$ cat src/rtl/quad_step_sched.sv
// quad_step_sched: round-robin step scheduler that drives an emulated
// quadrature pair. Two requesters submit step bursts; the winner's burst is
// played out as Gray-code phase transitions whose spacing starts at clkdiv
// and halves every four steps (up to three times).
module quad_step_sched #(
    parameter int CNT_W = 8
) (
    input  logic             CLK,
    input  logic             RST_N,
    input  logic [31:0]      clkdiv,
    input  logic             abort,
    input  logic             a_valid,
    input  logic             a_dir,
    input  logic [CNT_W-1:0] a_cnt,
    output logic             a_ready,
    input  logic             b_valid,
    input  logic             b_dir,
    input  logic [CNT_W-1:0] b_cnt,
    output logic             b_ready,
    output logic [1:0]       steer,
    output logic             busy,
    output logic             owner,
    output logic             done
);

    typedef enum logic {IDLE = 1'b0, RUN = 1'b1} state_t;

    localparam logic [CNT_W-1:0] CNT_ONE  = CNT_W'(1);
    localparam logic [CNT_W-1:0] CNT_ZERO = '0;

    state_t           state_q, state_d;
    logic [1:0]       steer_q, steer_d;
    logic             dir_q, dir_d;
    logic [CNT_W-1:0] rem_q, rem_d;
    logic             last_q, last_d;
    logic             owner_q, owner_d;
    logic [1:0]       accel_q, accel_d;
    logic [1:0]       stepn_q, stepn_d;
    logic [31:0]      timer_q, timer_d;
    logic             done_q, done_d;

    logic             win_b;
    logic             win_dir;
    logic [CNT_W-1:0] win_cnt;
    logic [1:0]       accel_n;

    // Timer reload value: period is clkdiv shifted by the acceleration level,
    // never shorter than one cycle.
    function automatic logic [31:0] reload_val(input logic [31:0] div,
                                               input logic [1:0]  acc);
        logic [31:0] p;
        p = div >> acc;
        if (p == 32'd0) begin
            p = 32'd1;
        end
        return p - 32'd1;
    endfunction

    // Next Gray phase: forward 00->10->11->01, reverse walks the other way.
    function automatic logic [1:0] next_phase(input logic [1:0] ph,
                                              input logic       fwd);
        logic [1:0] n;
        case (ph)
            2'b00:   n = fwd ? 2'b10 : 2'b01;
            2'b10:   n = fwd ? 2'b11 : 2'b00;
            2'b11:   n = fwd ? 2'b01 : 2'b10;
            default: n = fwd ? 2'b00 : 2'b11;
        endcase
        return n;
    endfunction

    // Arbitration, burst sequencing and next-state selection.
    always_comb begin
        state_d = state_q;
        steer_d = steer_q;
        dir_d   = dir_q;
        rem_d   = rem_q;
        last_d  = last_q;
        owner_d = owner_q;
        accel_d = accel_q;
        stepn_d = stepn_q;
        timer_d = timer_q;
        done_d  = 1'b0;
        accel_n = accel_q;

        // Ready is held low while reset is asserted so nothing looks accepted.
        a_ready = RST_N && (state_q == IDLE) && a_valid && (!b_valid || last_q);
        b_ready = RST_N && (state_q == IDLE) && b_valid && (!a_valid || !last_q);

        win_b   = b_ready;
        win_dir = b_ready ? b_dir : a_dir;
        win_cnt = b_ready ? b_cnt : a_cnt;

        case (state_q)
            IDLE: begin
                if (a_ready || b_ready) begin
                    dir_d   = win_dir;
                    rem_d   = win_cnt;
                    last_d  = win_b;
                    owner_d = win_b;
                    accel_d = 2'd0;
                    stepn_d = 2'd0;
                    timer_d = reload_val(clkdiv, 2'd0);
                    if (win_cnt != CNT_ZERO) begin
                        state_d = RUN;
                    end else begin
                        done_d = 1'b1;
                    end
                end
            end
            default: begin
                if (abort) begin
                    state_d = IDLE;
                end else if (timer_q != 32'd0) begin
                    timer_d = timer_q - 32'd1;
                end else begin
                    steer_d = next_phase(steer_q, dir_q);
                    rem_d   = rem_q - CNT_ONE;
                    stepn_d = stepn_q + 2'd1;
                    if ((stepn_q == 2'd3) && (accel_q != 2'd3)) begin
                        accel_n = accel_q + 2'd1;
                    end
                    accel_d = accel_n;
                    timer_d = reload_val(clkdiv, accel_n);
                    if (rem_q == CNT_ONE) begin
                        state_d = IDLE;
                        done_d  = 1'b1;
                    end
                end
            end
        endcase
    end

    // State register with asynchronous active-low reset.
    always_ff @(posedge CLK or negedge RST_N) begin
        if (!RST_N) begin
            state_q <= IDLE;
            steer_q <= 2'b00;
            dir_q   <= 1'b0;
            rem_q   <= '0;
            last_q  <= 1'b1;
            owner_q <= 1'b0;
            accel_q <= 2'd0;
            stepn_q <= 2'd0;
            timer_q <= 32'd0;
            done_q  <= 1'b0;
        end else begin
            state_q <= state_d;
            steer_q <= steer_d;
            dir_q   <= dir_d;
            rem_q   <= rem_d;
            last_q  <= last_d;
            owner_q <= owner_d;
            accel_q <= accel_d;
            stepn_q <= stepn_d;
            timer_q <= timer_d;
            done_q  <= done_d;
        end
    end

    assign steer = steer_q;
    assign busy  = (state_q == RUN);
    assign owner = owner_q;
    assign done  = done_q;

endmodule
$ cat config.mk
export PLATFORM = sky130hd
export DESIGN_NAME = quad_step_sched
export DESIGN_NICKNAME = d
export VERILOG_FILES = /design/src/rtl/quad_step_sched.sv
export SDC_FILE = /design/constraint.sdc
export NUM_CORES = 1
export LEC_CHECK = 0
export CELL_PAD_IN_SITES_DETAIL_PLACEMENT = 1
export CELL_PAD_IN_SITES_GLOBAL_PLACEMENT = 1
export CORE_MARGIN = 2
export CORE_UTILIZATION = 23
export DETAILED_ROUTE_END_ITERATION = 16
export PLACE_DENSITY_LB_ADDON = 0.1
export SLEW_MARGIN = 0
export SYNTH_ARGS = -nofsm -noshare
export SYNTH_HDL_FRONTEND = slang
export SYNTH_SLANG_ARGS = --single-unit
export TNS_END_PERCENT = 50
$ cat constraint.sdc
create_clock -name CLK -period 4.2 [get_ports CLK]
set_clock_uncertainty 0.05 [all_clocks]
set_input_delay 1.26 -clock CLK [delete_from_list [all_inputs] [get_ports CLK]]
set_output_delay 1.26 -clock CLK [all_outputs]
set_load 0.03 [all_outputs]
==> impl_metrics.ini <==
[timing]
max_freq_ghz = 0.246
final_period_minus_worst_setup_slack_ps = 4060
maxSlewHeadroom_pct = 48.1
setup_viol = 0
finalCritPeriodShare_pct = 96.7
final_hold_viol_count = 0
timing.final.ws_setup_ps = 137
slew_violations = 0
worst_pin_slew_ps = 779
rsz0062_at_grt = true

[synth]
syn_avg_cell_area_um2 = 7.91
postSynth.asyncResetShare_pct = 100
synth_top_cells_by_area = dfrtp_1, mux2i_1, nand2_1
synth-warning-count = 0
synth_sequential_area_ratio_pct = 25.3
synthCells = 637
syn-num-nets = 697
synth_seq_cells = 51
netlist_area_um2 = 5040
synth.largest_area_cell = dfrtp_1
synth.distinct_cells = 76
netlist.area_leader.share_pct = 24.8
number_of_enable_type_register_cells_in_the_synthesized_netlist = 0
synth_ff_type = dfrtp_1

[clocking]
clock_latency_ps = 310
tritoncts.num_buffers = 5
htree_num_levels = 2
clock_sinks = 51
cts_tree = yes
post_cts_hold_buffer_count = 0
clkSlewWorstSetupHoldPaths_ps = 80
clockBufferDepth = 2
clock_tree.root_cell = clkbuf_16

[worst_hold_path]
hold_start = last_q
min_delay_worst_endpoint = last_q
min_path_type = flip-flop to flip-flop
holdPathStages = 2

[worst_setup_path]
worst_r2r_endpoint = timer_q[29]
cp.arrival_ps = 4200
critical_path_class = input pin to flip-flop
worst_setup_path_end_kind = flip-flop
cp_data_required_time_ps = 4340
path_max_fanout = 7
r2r_cells = 15
critPathLaunchType = input pin
setup.reg_to_reg.worst_slack_ps = 260
r2r_start = stepn_q[0]

[place]
numPortBuffers = 61
pre_cts_ws_ps = -518
detailedPlacementHpwl_um = 17800
place_congestion = 0.841
dp_cells = 1062

[run_status]
run_status = finished clean

[floorplanning]
ios = 62
vertical_extent_of_the_die_um = 152
core_area_um2 = 21700
start_util_pct = 23.2
die_w_um = 152
dieArea_um2 = 23100
rows = 54

[flow_run]
drv.max_cap_violation_count = 0

[detailed_routing]
detail-route-antenna-nets = 0
vias_per_cell = 5.20
wire_per_inst_um = 20.8
dr_total_vias = 5611
routed_wirelength_um = 22400
drt_iter0_drc = 260
drc = 0
drt-pass1-iter-count = 5

[final_layout]
nets = 859
fin_cells = 1080
fin_util_pct = 32.9
post_route_cells_drive_above_1_share_pct = 24.3
layout-area-overhead-vs-synth_pct = 41.4
n_antenna_cell = 0

[global_route]
global_route_wire_length_before_repair_um = 35400
vias_in_the_first_global_route = 6094
gr_usage_total_pct = 19.4
antenna_found_initial = 0
gr-total-overflow = 0
grt_start_max_net_pins = 53

[power]
totalPowerFinal_uw = 3080
ir_worst_vdd_mv = 0.194
p_per_area_nw_per_um2 = 432
power_leakage_uw = 0.00288
==> Yosys cell counts, types with 3 or more instances <==
master,n
xnor2_1,21
a221oi_2,8
a21o_1,5
nand3_1,34
clkbuf_1,25
nand2_1,69
or3_1,3
mux2_2,5
o21a_1,3
a2111oi_0,3
a21oi_1,29
a221oi_1,8
o22ai_1,14
o21ai_1,7
nand4_1,13
mux2i_1,40
nand2b_1,14
ha_1,5
buf_2,10
xor2_1,6
nor2_1,51
nor3_1,30
inv_1,15
buf_6,5
a31oi_1,13
nor4_1,14
nor2b_1,14
o311ai_0,4
a211oi_1,11
o21ai_0,43
o32ai_1,6
dfrtp_1,50
==> through the flow <==
stage / cell area (um2) / setup TNS (ps) / hold WS, ps
after detailed placement: 6780 / -11220 / 410
after CTS: 7010 / 0 / 420
after global routing: 7130 / -50.7 / 446
after global placement: 6780 / -6900 / 406
after floorplan: 5040 / 0 / 394
final: 7130 / 0 / 421
==> cells by family (layout without fill, tap and decap cells) <==
kind of cell	after synthesis	in the layout	synth area share, %
AND/OR/NAND/NOR	271	271	28.6
AO/OA/AOI/OAI	174	174	23.8
buffers and inverters	60	222	5.53
flip-flops	51	51	25.3
multiplexers	48	48	10.5
XOR/XNOR	28	29	5.01
adder cells (fa/ha/maj)	5	5	1.24
==> power breakdown <==
part	leakage (uW)	switching, uW	internal (uW)
logic	0.00216	841	712
registers	0.000625	253	698
clock network	0.0000959	227	347
total	0.00288	1320	1760
==> routing by layer <==
metal  GRT usage (%)  vias to the layer above  wire, um
li1                -                     2711         -
met1            25.8                     2767     10200
met2            34.0                      116     11100
met3            2.48                       17       783
met4            3.56                        0       318
met5               0                        -         0
==> critical path, stage by stage <==
cell and delay [ps]:
dlygate4sd2_1 250, or3_4 390, or4b_2 620, mux2i_1 150, a22oi_1 100, a21oi_1 140, nand4_1 150, a21o_1 210
ha_2 180, nand3_2 80, nand4b_4 170, nor4_4 60, buf_6 130, nand4_1 80, xor2_1 150, a21oi_1 80
==> final cells by class <==
class                   count  area [um2]
inverters                  17        63.8
flip-flops and latches     51        1280
fillers                  2583       14600
well taps                 280         350
clock buffers               5         125
multi-input cells         527        3570
clock inverters             3        71.3
repair buffers            197        1670
==> worst max-delay path by stage <==
| stage | to | startpoint | slack, ps | depth (start not counted) |
|---|---|---|---|---|
| detailed placement | timer_q[22] | clkdiv[18] | -520 | 16 |
| finish | timer_q[30] | clkdiv[11] | 140 | 16 |
| global placement | timer_q[30] | clkdiv[23] | -370 | 16 |
| CTS | timer_q[30] | clkdiv[15] | 2 | 15 |
| floorplan | timer_q[30] | clkdiv[5] | 240 | 14 |
| global route | timer_q[30] | clkdiv[6] | -40 | 15 |
==> registers in the layout, summed over array words and instances (netlist names) <==
register	cells
dir_q	1
accel_q	2
rem_q	8
last_q	1
timer_q	32
steer	2
done	1
stepn_q	2
busy	1
owner	1
==> cells in the final DEF, fill, tap and decap left out, types with 9 or more instances in the layout <==
cell             count
a211oi_1            10
xnor2_1             20
nor3_1              30
nand3_1             33
inv_1               15
mux2i_1             39
nor2_1              50
clkdlybuf4s50_1     44
dlymetal6s2s_1       9
nand2_1             69
buf_4              134
o22ai_1             14
a21oi_1             29
nor4_1              11
nand4_1             13
o21ai_0             41
o21ai_1              9
dfrtp_1             49
nor2b_1             14
a31oi_1             13
nand2b_1            14
==> timing repair <==
action,CTS,global route
resized for setup,9,22
gates cloned,0,1
endpoints found under the setup margin,21,20
setup buffers,3,6
pin swaps,8,10
(Power assumes the default switching activity.)
